<file path="src/rtl/lsu_pkg.sv">
// Shared definitions for the load/store unit: funct3 codes, FSM states,
// access-size decode and common constants.
package lsu_pkg;

  localparam logic [2:0] INST_LB  = 3'b000;
  localparam logic [2:0] INST_LH  = 3'b001;
  localparam logic [2:0] INST_LW  = 3'b010;
  localparam logic [2:0] INST_LBU = 3'b100;
  localparam logic [2:0] INST_LHU = 3'b101;
  localparam logic [2:0] INST_SB  = 3'b000;
  localparam logic [2:0] INST_SH  = 3'b001;
  localparam logic [2:0] INST_SW  = 3'b010;

  localparam logic [31:0] ZERO_WORD     = '0;
  localparam logic        WRITE_ENABLE  = 1'b1;
  localparam logic        WRITE_DISABLE = 1'b0;

  typedef enum logic [1:0] {
    LSU_IDLE = 2'd0,
    LSU_RD   = 2'd1,
    LSU_WR   = 2'd2,
    LSU_DONE = 2'd3
  } lsu_state_t;

  typedef enum logic [1:0] {
    SZ_BYTE = 2'd0,
    SZ_HALF = 2'd1,
    SZ_WORD = 2'd2
  } lsu_size_t;

  // Unknown funct3 encodings fall back to word width.
  function automatic lsu_size_t access_size(input logic we, input logic [2:0] f3);
    lsu_size_t sz;
    sz = SZ_WORD;
    if (we) begin
      case (f3)
        INST_SB: sz = SZ_BYTE;
        INST_SH: sz = SZ_HALF;
        INST_SW: sz = SZ_WORD;
        default: sz = SZ_WORD;
      endcase
    end else begin
      case (f3)
        INST_LB, INST_LBU: sz = SZ_BYTE;
        INST_LH, INST_LHU: sz = SZ_HALF;
        INST_LW:           sz = SZ_WORD;
        default:           sz = SZ_WORD;
      endcase
    end
    return sz;
  endfunction

endpackage

</file>
<file path="src/rtl/lsu_lane.sv">
// Byte-lane logic for the LSU: load extraction with sign/zero extension and
// sub-word store merge into a previously read word. Purely combinational.
module lsu_lane
  import lsu_pkg::*;
(
  input  logic [2:0]  i_funct3,
  input  logic [1:0]  i_addr_lo,
  input  logic [31:0] i_rdata,
  input  logic [31:0] i_wdata,
  output logic [31:0] o_ld_data,
  output logic [31:0] o_st_data
);

  logic [7:0]  w_byte;
  logic [15:0] w_half;

  // Select the addressed byte and halfword of the read word.
  always_comb begin
    case (i_addr_lo)
      2'd0:    w_byte = i_rdata[7:0];
      2'd1:    w_byte = i_rdata[15:8];
      2'd2:    w_byte = i_rdata[23:16];
      default: w_byte = i_rdata[31:24];
    endcase
    w_half = i_addr_lo[1] ? i_rdata[31:16] : i_rdata[15:0];
  end

  // Extend the selected lane to a full register value.
  always_comb begin
    o_ld_data = ZERO_WORD;
    case (i_funct3)
      INST_LB:  o_ld_data = {{24{w_byte[7]}}, w_byte};
      INST_LBU: o_ld_data = {24'd0, w_byte};
      INST_LH:  o_ld_data = {{16{w_half[15]}}, w_half};
      INST_LHU: o_ld_data = {16'd0, w_half};
      INST_LW:  o_ld_data = i_rdata;
      default:  o_ld_data = i_rdata;
    endcase
  end

  // Overlay the store data onto the read word; full-word stores pass through.
  always_comb begin
    o_st_data = i_rdata;
    case (i_funct3)
      INST_SB: begin
        case (i_addr_lo)
          2'd0:    o_st_data[7:0]   = i_wdata[7:0];
          2'd1:    o_st_data[15:8]  = i_wdata[7:0];
          2'd2:    o_st_data[23:16] = i_wdata[7:0];
          default: o_st_data[31:24] = i_wdata[7:0];
        endcase
      end
      INST_SH: begin
        if (i_addr_lo[1]) o_st_data[31:16] = i_wdata[15:0];
        else              o_st_data[15:0]  = i_wdata[15:0];
      end
      INST_SW: o_st_data = i_wdata;
      default: o_st_data = i_wdata;
    endcase
  end

endmodule

</file>
<file path="src/rtl/lsu.sv">
// Load/store unit: runs one data-memory transaction per request over a
// req/ack handshake, stalling upstream until completion. Sub-word stores are
// done as read-modify-write. Optional misaligned-access trap enabled by
// defining LSU_MISALIGN_TRAP_EN.
module lsu
  import lsu_pkg::*;
#(
  parameter int ADDR_W = 32,
  parameter int DATA_W = 32
) (
  input  logic              clk,
  input  logic              rst,
  input  logic              req_valid_i,
  input  logic              req_we_i,
  input  logic [2:0]        funct3_i,
  input  logic [ADDR_W-1:0] addr_i,
  input  logic [DATA_W-1:0] wdata_i,
  input  logic [4:0]        rd_i,
  output logic              mem_req_o,
  output logic              mem_we_o,
  output logic [ADDR_W-1:0] mem_addr_o,
  output logic [DATA_W-1:0] mem_wdata_o,
  input  logic [DATA_W-1:0] mem_rdata_i,
  input  logic              mem_ack_i,
  output logic              stall_o,
  output logic              done_o,
  output logic              reg_we_o,
  output logic [4:0]        reg_waddr_o,
  output logic [DATA_W-1:0] reg_wdata_o,
  output logic              misalign_o
);

  lsu_state_t        r_state;
  lsu_state_t        w_next;
  lsu_size_t         w_size;

  logic              r_we;
  logic [2:0]        r_funct3;
  logic [1:0]        r_addr_lo;
  logic [DATA_W-1:0] r_wdata;
  logic [4:0]        r_rd;
  logic [DATA_W-1:0] r_ld_data;

  logic              r_mem_req;
  logic              r_mem_we;
  logic [ADDR_W-1:0] r_mem_addr;
  logic [DATA_W-1:0] r_mem_wdata;

  logic [DATA_W-1:0] w_ld_data;
  logic [DATA_W-1:0] w_st_data;

`ifdef LSU_MISALIGN_TRAP_EN
  logic              r_misalign;
  logic              w_misalign;
`endif

  assign w_size = access_size(req_we_i, funct3_i);

`ifdef LSU_MISALIGN_TRAP_EN
  assign w_misalign = ((w_size == SZ_HALF) && addr_i[0]) ||
                      ((w_size == SZ_WORD) && (addr_i[1:0] != 2'b00));
`endif

  lsu_lane u_lane (
    .i_funct3  (r_funct3),
    .i_addr_lo (r_addr_lo),
    .i_rdata   (mem_rdata_i),
    .i_wdata   (r_wdata),
    .o_ld_data (w_ld_data),
    .o_st_data (w_st_data)
  );

  // State register.
  always_ff @(posedge clk) begin
    if (!rst) r_state <= LSU_IDLE;
    else      r_state <= w_next;
  end

  // Next-state: only full-word stores skip the read phase.
  always_comb begin
    w_next = r_state;
    case (r_state)
      LSU_IDLE: begin
        if (req_valid_i) begin
`ifdef LSU_MISALIGN_TRAP_EN
          if (w_misalign) w_next = LSU_DONE;
          else
`endif
          if (req_we_i && (w_size == SZ_WORD)) w_next = LSU_WR;
          else                                 w_next = LSU_RD;
        end
      end
      LSU_RD:   if (mem_ack_i) w_next = r_we ? LSU_WR : LSU_DONE;
      LSU_WR:   if (mem_ack_i) w_next = LSU_DONE;
      LSU_DONE: w_next = LSU_IDLE;
      default:  w_next = LSU_IDLE;
    endcase
  end

  // Request latch and registered memory interface. Memory outputs are loaded
  // on entry to RD/WR so they stay stable for the whole phase; the merged
  // store word is built from the read data on the RD->WR edge.
  always_ff @(posedge clk) begin
    if (!rst) begin
      r_we        <= 1'b0;
      r_funct3    <= '0;
      r_addr_lo   <= '0;
      r_wdata     <= '0;
      r_rd        <= '0;
      r_ld_data   <= '0;
      r_mem_req   <= 1'b0;
      r_mem_we    <= WRITE_DISABLE;
      r_mem_addr  <= '0;
      r_mem_wdata <= '0;
`ifdef LSU_MISALIGN_TRAP_EN
      r_misalign  <= 1'b0;
`endif
    end else begin
      case (r_state)
        LSU_IDLE: begin
          if (req_valid_i) begin
            r_we      <= req_we_i;
            r_funct3  <= funct3_i;
            r_addr_lo <= addr_i[1:0];
            r_wdata   <= wdata_i;
            r_rd      <= rd_i;
            r_ld_data <= '0;
            if (w_next == LSU_RD) begin
              r_mem_req   <= 1'b1;
              r_mem_we    <= WRITE_DISABLE;
              r_mem_addr  <= {addr_i[ADDR_W-1:2], 2'b00};
              r_mem_wdata <= '0;
            end else if (w_next == LSU_WR) begin
              r_mem_req   <= 1'b1;
              r_mem_we    <= WRITE_ENABLE;
              r_mem_addr  <= {addr_i[ADDR_W-1:2], 2'b00};
              r_mem_wdata <= wdata_i;
            end
          end
`ifdef LSU_MISALIGN_TRAP_EN
          r_misalign <= req_valid_i && w_misalign;
`endif
        end
        LSU_RD: begin
          if (mem_ack_i) begin
            if (r_we) begin
              r_mem_we    <= WRITE_ENABLE;
              r_mem_wdata <= w_st_data;
            end else begin
              r_ld_data   <= w_ld_data;
              r_mem_req   <= 1'b0;
              r_mem_we    <= WRITE_DISABLE;
              r_mem_addr  <= '0;
              r_mem_wdata <= '0;
            end
          end
        end
        LSU_WR: begin
          if (mem_ack_i) begin
            r_mem_req   <= 1'b0;
            r_mem_we    <= WRITE_DISABLE;
            r_mem_addr  <= '0;
            r_mem_wdata <= '0;
          end
        end
        default: ;
      endcase
    end
  end

  assign mem_req_o   = r_mem_req;
  assign mem_we_o    = r_mem_we;
  assign mem_addr_o  = r_mem_addr;
  assign mem_wdata_o = r_mem_wdata;

  // Pipeline-facing outputs decoded from the current state.
  always_comb begin
    stall_o     = 1'b0;
    done_o      = 1'b0;
    reg_we_o    = 1'b0;
    reg_waddr_o = '0;
    reg_wdata_o = '0;
    misalign_o  = 1'b0;
    case (r_state)
      LSU_IDLE: stall_o = req_valid_i;
      LSU_RD:   stall_o = 1'b1;
      LSU_WR:   stall_o = 1'b1;
      LSU_DONE: begin
        done_o = 1'b1;
        if (!r_we) begin
          reg_we_o    = (r_rd != 5'd0);
          reg_waddr_o = r_rd;
          reg_wdata_o = r_ld_data;
        end
`ifdef LSU_MISALIGN_TRAP_EN
        if (r_misalign) begin
          misalign_o = 1'b1;
          reg_we_o   = 1'b0;
        end
`endif
      end
      default: ;
    endcase
  end

endmodule
</file>
<file path="config.mk">
export PLATFORM = sky130hd
export DESIGN_NAME = lsu
export DESIGN_NICKNAME = d
export VERILOG_FILES = /design/src/rtl/lsu_pkg.sv /design/src/rtl/lsu_lane.sv /design/src/rtl/lsu.sv
export SDC_FILE = /design/constraint.sdc
export NUM_CORES = 1
export LEC_CHECK = 0
export ABC_AREA = 1
export CAP_MARGIN = 0
export CORE_MARGIN = 10
export CORE_UTILIZATION = 45
export CTS_BUF_LIST = sky130_fd_sc_hd__clkbuf_8 sky130_fd_sc_hd__clkbuf_16
export CTS_CLUSTER_DIAMETER = 100
export DETAILED_ROUTE_END_ITERATION = 16
export PLACE_DENSITY_LB_ADDON = 0.15
export SYNTH_ARGS = -nofsm -noshare
export SYNTH_HDL_FRONTEND = slang
export SYNTH_HIERARCHICAL = 1
export SYNTH_SLANG_ARGS = --single-unit
</file>
<file path="constraint.sdc">
create_clock -name clk -period 2.2 [get_ports clk]
set_input_delay 0.33 -clock clk [delete_from_list [all_inputs] [get_ports clk]]
set_output_delay 0.33 -clock clk [all_outputs]
set_load 0.01 [all_outputs]
</file>
==> flow_summary.toml <==
[timing]
fin_skew_ps = 14.4
fin_setup_tns_ps = -81.2
rsz0062_at_grt = "yes"
max_clock_freq_mhz = 445
drv_slew = 0
finalCriticalPeriod_ps = 2250
setup_viol_count_final = 4
finalCritPeriodShare = 1.02
slew_headroom = 0.442
hold_viol_final = 0
worst_slew_pin_slew_ps = 836
setup_ws_ps = -46.1

[global_routing]
antenna_found_initial = 2
grt_max_degree = 68
grt_pass1_wl_mm = 47.7
grt_pass1_vias = 8858
overflow = 0
grt_usage = 0.239

[floorplan]
die_y_um = 157
top_level_ports = 216
std_cell_rows = 50
core_um2 = 18600
die-area_um2 = 24700
die_w_um = 157
start_util = 0.455

[placed_design]
routabilityCongestion = 0.954
hpwl_mm = 21.8
port_buffers = 212

[power_and_ir_drop]
irDropWorstVdd_mv = 0.534
p_leak_nw = 5.32
p_per_area_nw_per_um2 = 835
total_power_w = 0.00998

[clock_tree]
path_clk_slew_ps = 60
cts_num_sinks = 141
clkLatencyLatePin_ps = 430
clockRootBuffer = "clkbuf_16"
cts_hold_buf = 0
cts_buffers = 17
cts_tree = "yes"
max-clock-path-buffers = 2
htreeDepth = 4

[hold_path]
hp-class = "input port to flop"

[layout]
fillers = 1784
area_growth_pct = 41.0
drive_gt1_frac = 0.111
nets = 1685
final_util = 0.641

[setup_path]
worstPathRequired_ps = 2550
cp_max_fo = 8
critical_path_class = "flop to flop"
worstPathArrival_ps = 2590
cp-end-kind = "flop"
crit_path_start_kind = "flop"

[synth]
avgSynthCellArea_um2 = 6.10
synth_fa_ha_area_frac = 0.00885
synth_compound_area_frac = 0.148
ys_warn_count = 6
synth_xor_area_frac = 0
postSynthCellCount = 1389
synth-simple-area-share = 0.375
synth.cell_area_um2 = 8480
synth_top_family_by_area = "simple AND/OR/NAND/NOR gates"
yosysSeqAreaShare = 0.333
synthMuxAreaShare = 0
ys_ff_latch = 141
ys_types = 31

[routing]
viasPerCell = 5.37
finalWirelength_mm = 31.9
drcViolationCount = 0
ant_nets = 0
routedWlPerCell_um = 17.6
drt_iter0_drc = 961
dr.pass1.iters = 7
dr_total_vias = 9750

[outcome]
violations = "negative setup slack"
status = "finished with violations"

[flow_run]
max-cap-violations = 0
what timing repair did:
item | CTS | global route
pin swaps | 1 | 44
setup endpoints to repair | 62 | 65
resized for setup | 55 | 85
setup buffers | 5 | 4
cloned | 3 | 6
cell usage after synthesis (all sizes together):
master | count | share of area
nand2 | 364 | 0.16
nor2 | 226 | 0.10
inv | 152 | 0.068
dfxtp | 141 | 0.33
nand3 | 132 | 0.079
a21oi | 94 | 0.055
buf | 73 | 0.052
o21ai | 65 | 0.039
o211ai | 57 | 0.050
nand4 | 38 | 0.028
clkbuf | 34 | 0.015
ha | 6 | 0.0089
a31o | 1 | 0.0010
clkinv | 1 | 0.00044
conb | 1 | 0.00044
nor3 | 1 | 0.00059
o21a | 1 | 0.00089
o21bai | 1 | 0.00089
o22ai | 1 | 0.00074
layer usage:
layer,global-route usage,part of all wire
met5,0,0
met3,0.0592,0.076
met4,0.0935,0.031
met2,0.377,0.46
met1,0.307,0.44
state kept, by name (all words and copies together) (netlist names):
name	flops
mem_wdata_o	32
r_ld_data	32
r_wdata	32
mem_addr_o	30
r_rd	5
r_funct3	3
r_addr_lo	2
r_state	2
mem_req_o	1
mem_we_o	1
r_we	1
path summary, 6_finish.rpt:
check                                   from                          end  slack, ps  cells after the start
setup / recovery       r_state[1]$_SDFF_PN0_  mem_addr_o[16]$_SDFFE_PN0P_        -50                     15
hold reg to reg   r_ld_data[23]$_SDFFE_PN0P_   r_ld_data[23]$_SDFFE_PN0P_        460                      2
setup reg to reg       r_state[1]$_SDFF_PN0_  mem_addr_o[16]$_SDFFE_PN0P_        -50                     15
hold / removal                           rst         r_rd[0]$_SDFFE_PN0P_        270                      3
area by class of cell:
class,count,area [µm²],share of cell area
clock inverters,14,169,0.0141
flip-flops and latches,141,2830,0.237
repair buffers,267,2770,0.232
well taps,234,293,0.0245
clock buffers,17,425,0.0356
multi-input cells,990,4880,0.408
inverters,153,584,0.0489
diodes,1,2.50,0.000209
worst max-delay path: stages (launching register included):
cell and delay (ps):
dfxtp_4 360, inv_4 50, ha_4 170, nand2_2 80, nand2_2 60, o21ai_2 140
nand2_1 70, ha_1 260, nand2_1 70, o21ai_2 60, buf_4 140, nor2_4 160
buf_6 140, clkbuf_16 160, nand3_2 80, a21oi_2 140
report_power, final:
part | total (W) | internal, W | switching, W
combinational | 0.00390 | 0.00168 | 0.00222
sequential | 0.00311 | 0.00288 | 0.000223
clock | 0.00298 | 0.00178 | 0.00119
total | 0.00998 | 0.00634 | 0.00364
through the flow:
| stage | setup slack, ps | std cells | area (µm²) | hold slack [ps] |
|---|---|---|---|---|
| floorplan | 4.70 | 1391 | 8510 | 444 |
| global placement | -166 | 1768 | 10800 | 446 |
| detailed placement | -237 | 1768 | 10800 | 453 |
| CTS | -12.2 | 1807 | 11500 | 265 |
| global route | -134 | 1817 | 12000 | 279 |
| finish | -46.1 | 1817 | 12000 | 272 |
cells in the final DEF, fill, tap and decap left out, types with 4 or more instances in the layout:
master             n
nand2_1          352
nor2_1           185
clkdlybuf4s50_1  172
inv_1            144
dfxtp_1          139
nand3_1          123
a21oi_1           83
o21ai_0           59
o211ai_1          57
nand4_1           38
dlygate4sd2_1     38
buf_4             33
nor2_4            26
clkbuf_16         22
nor2_2            15
buf_12            12
a21oi_2           11
nand2_2            8
nand3_2            8
inv_2              7
inv_6              5
nand2_4            4
o21ai_1            4
kinds of logic after synthesis:
family          count (synthesis)
buf+inv                       260
other cells                     1
simple gates                  761
fa+ha+maj                       6
compound gates                220
flops                         141
Power figures use the tool's default switching activity.
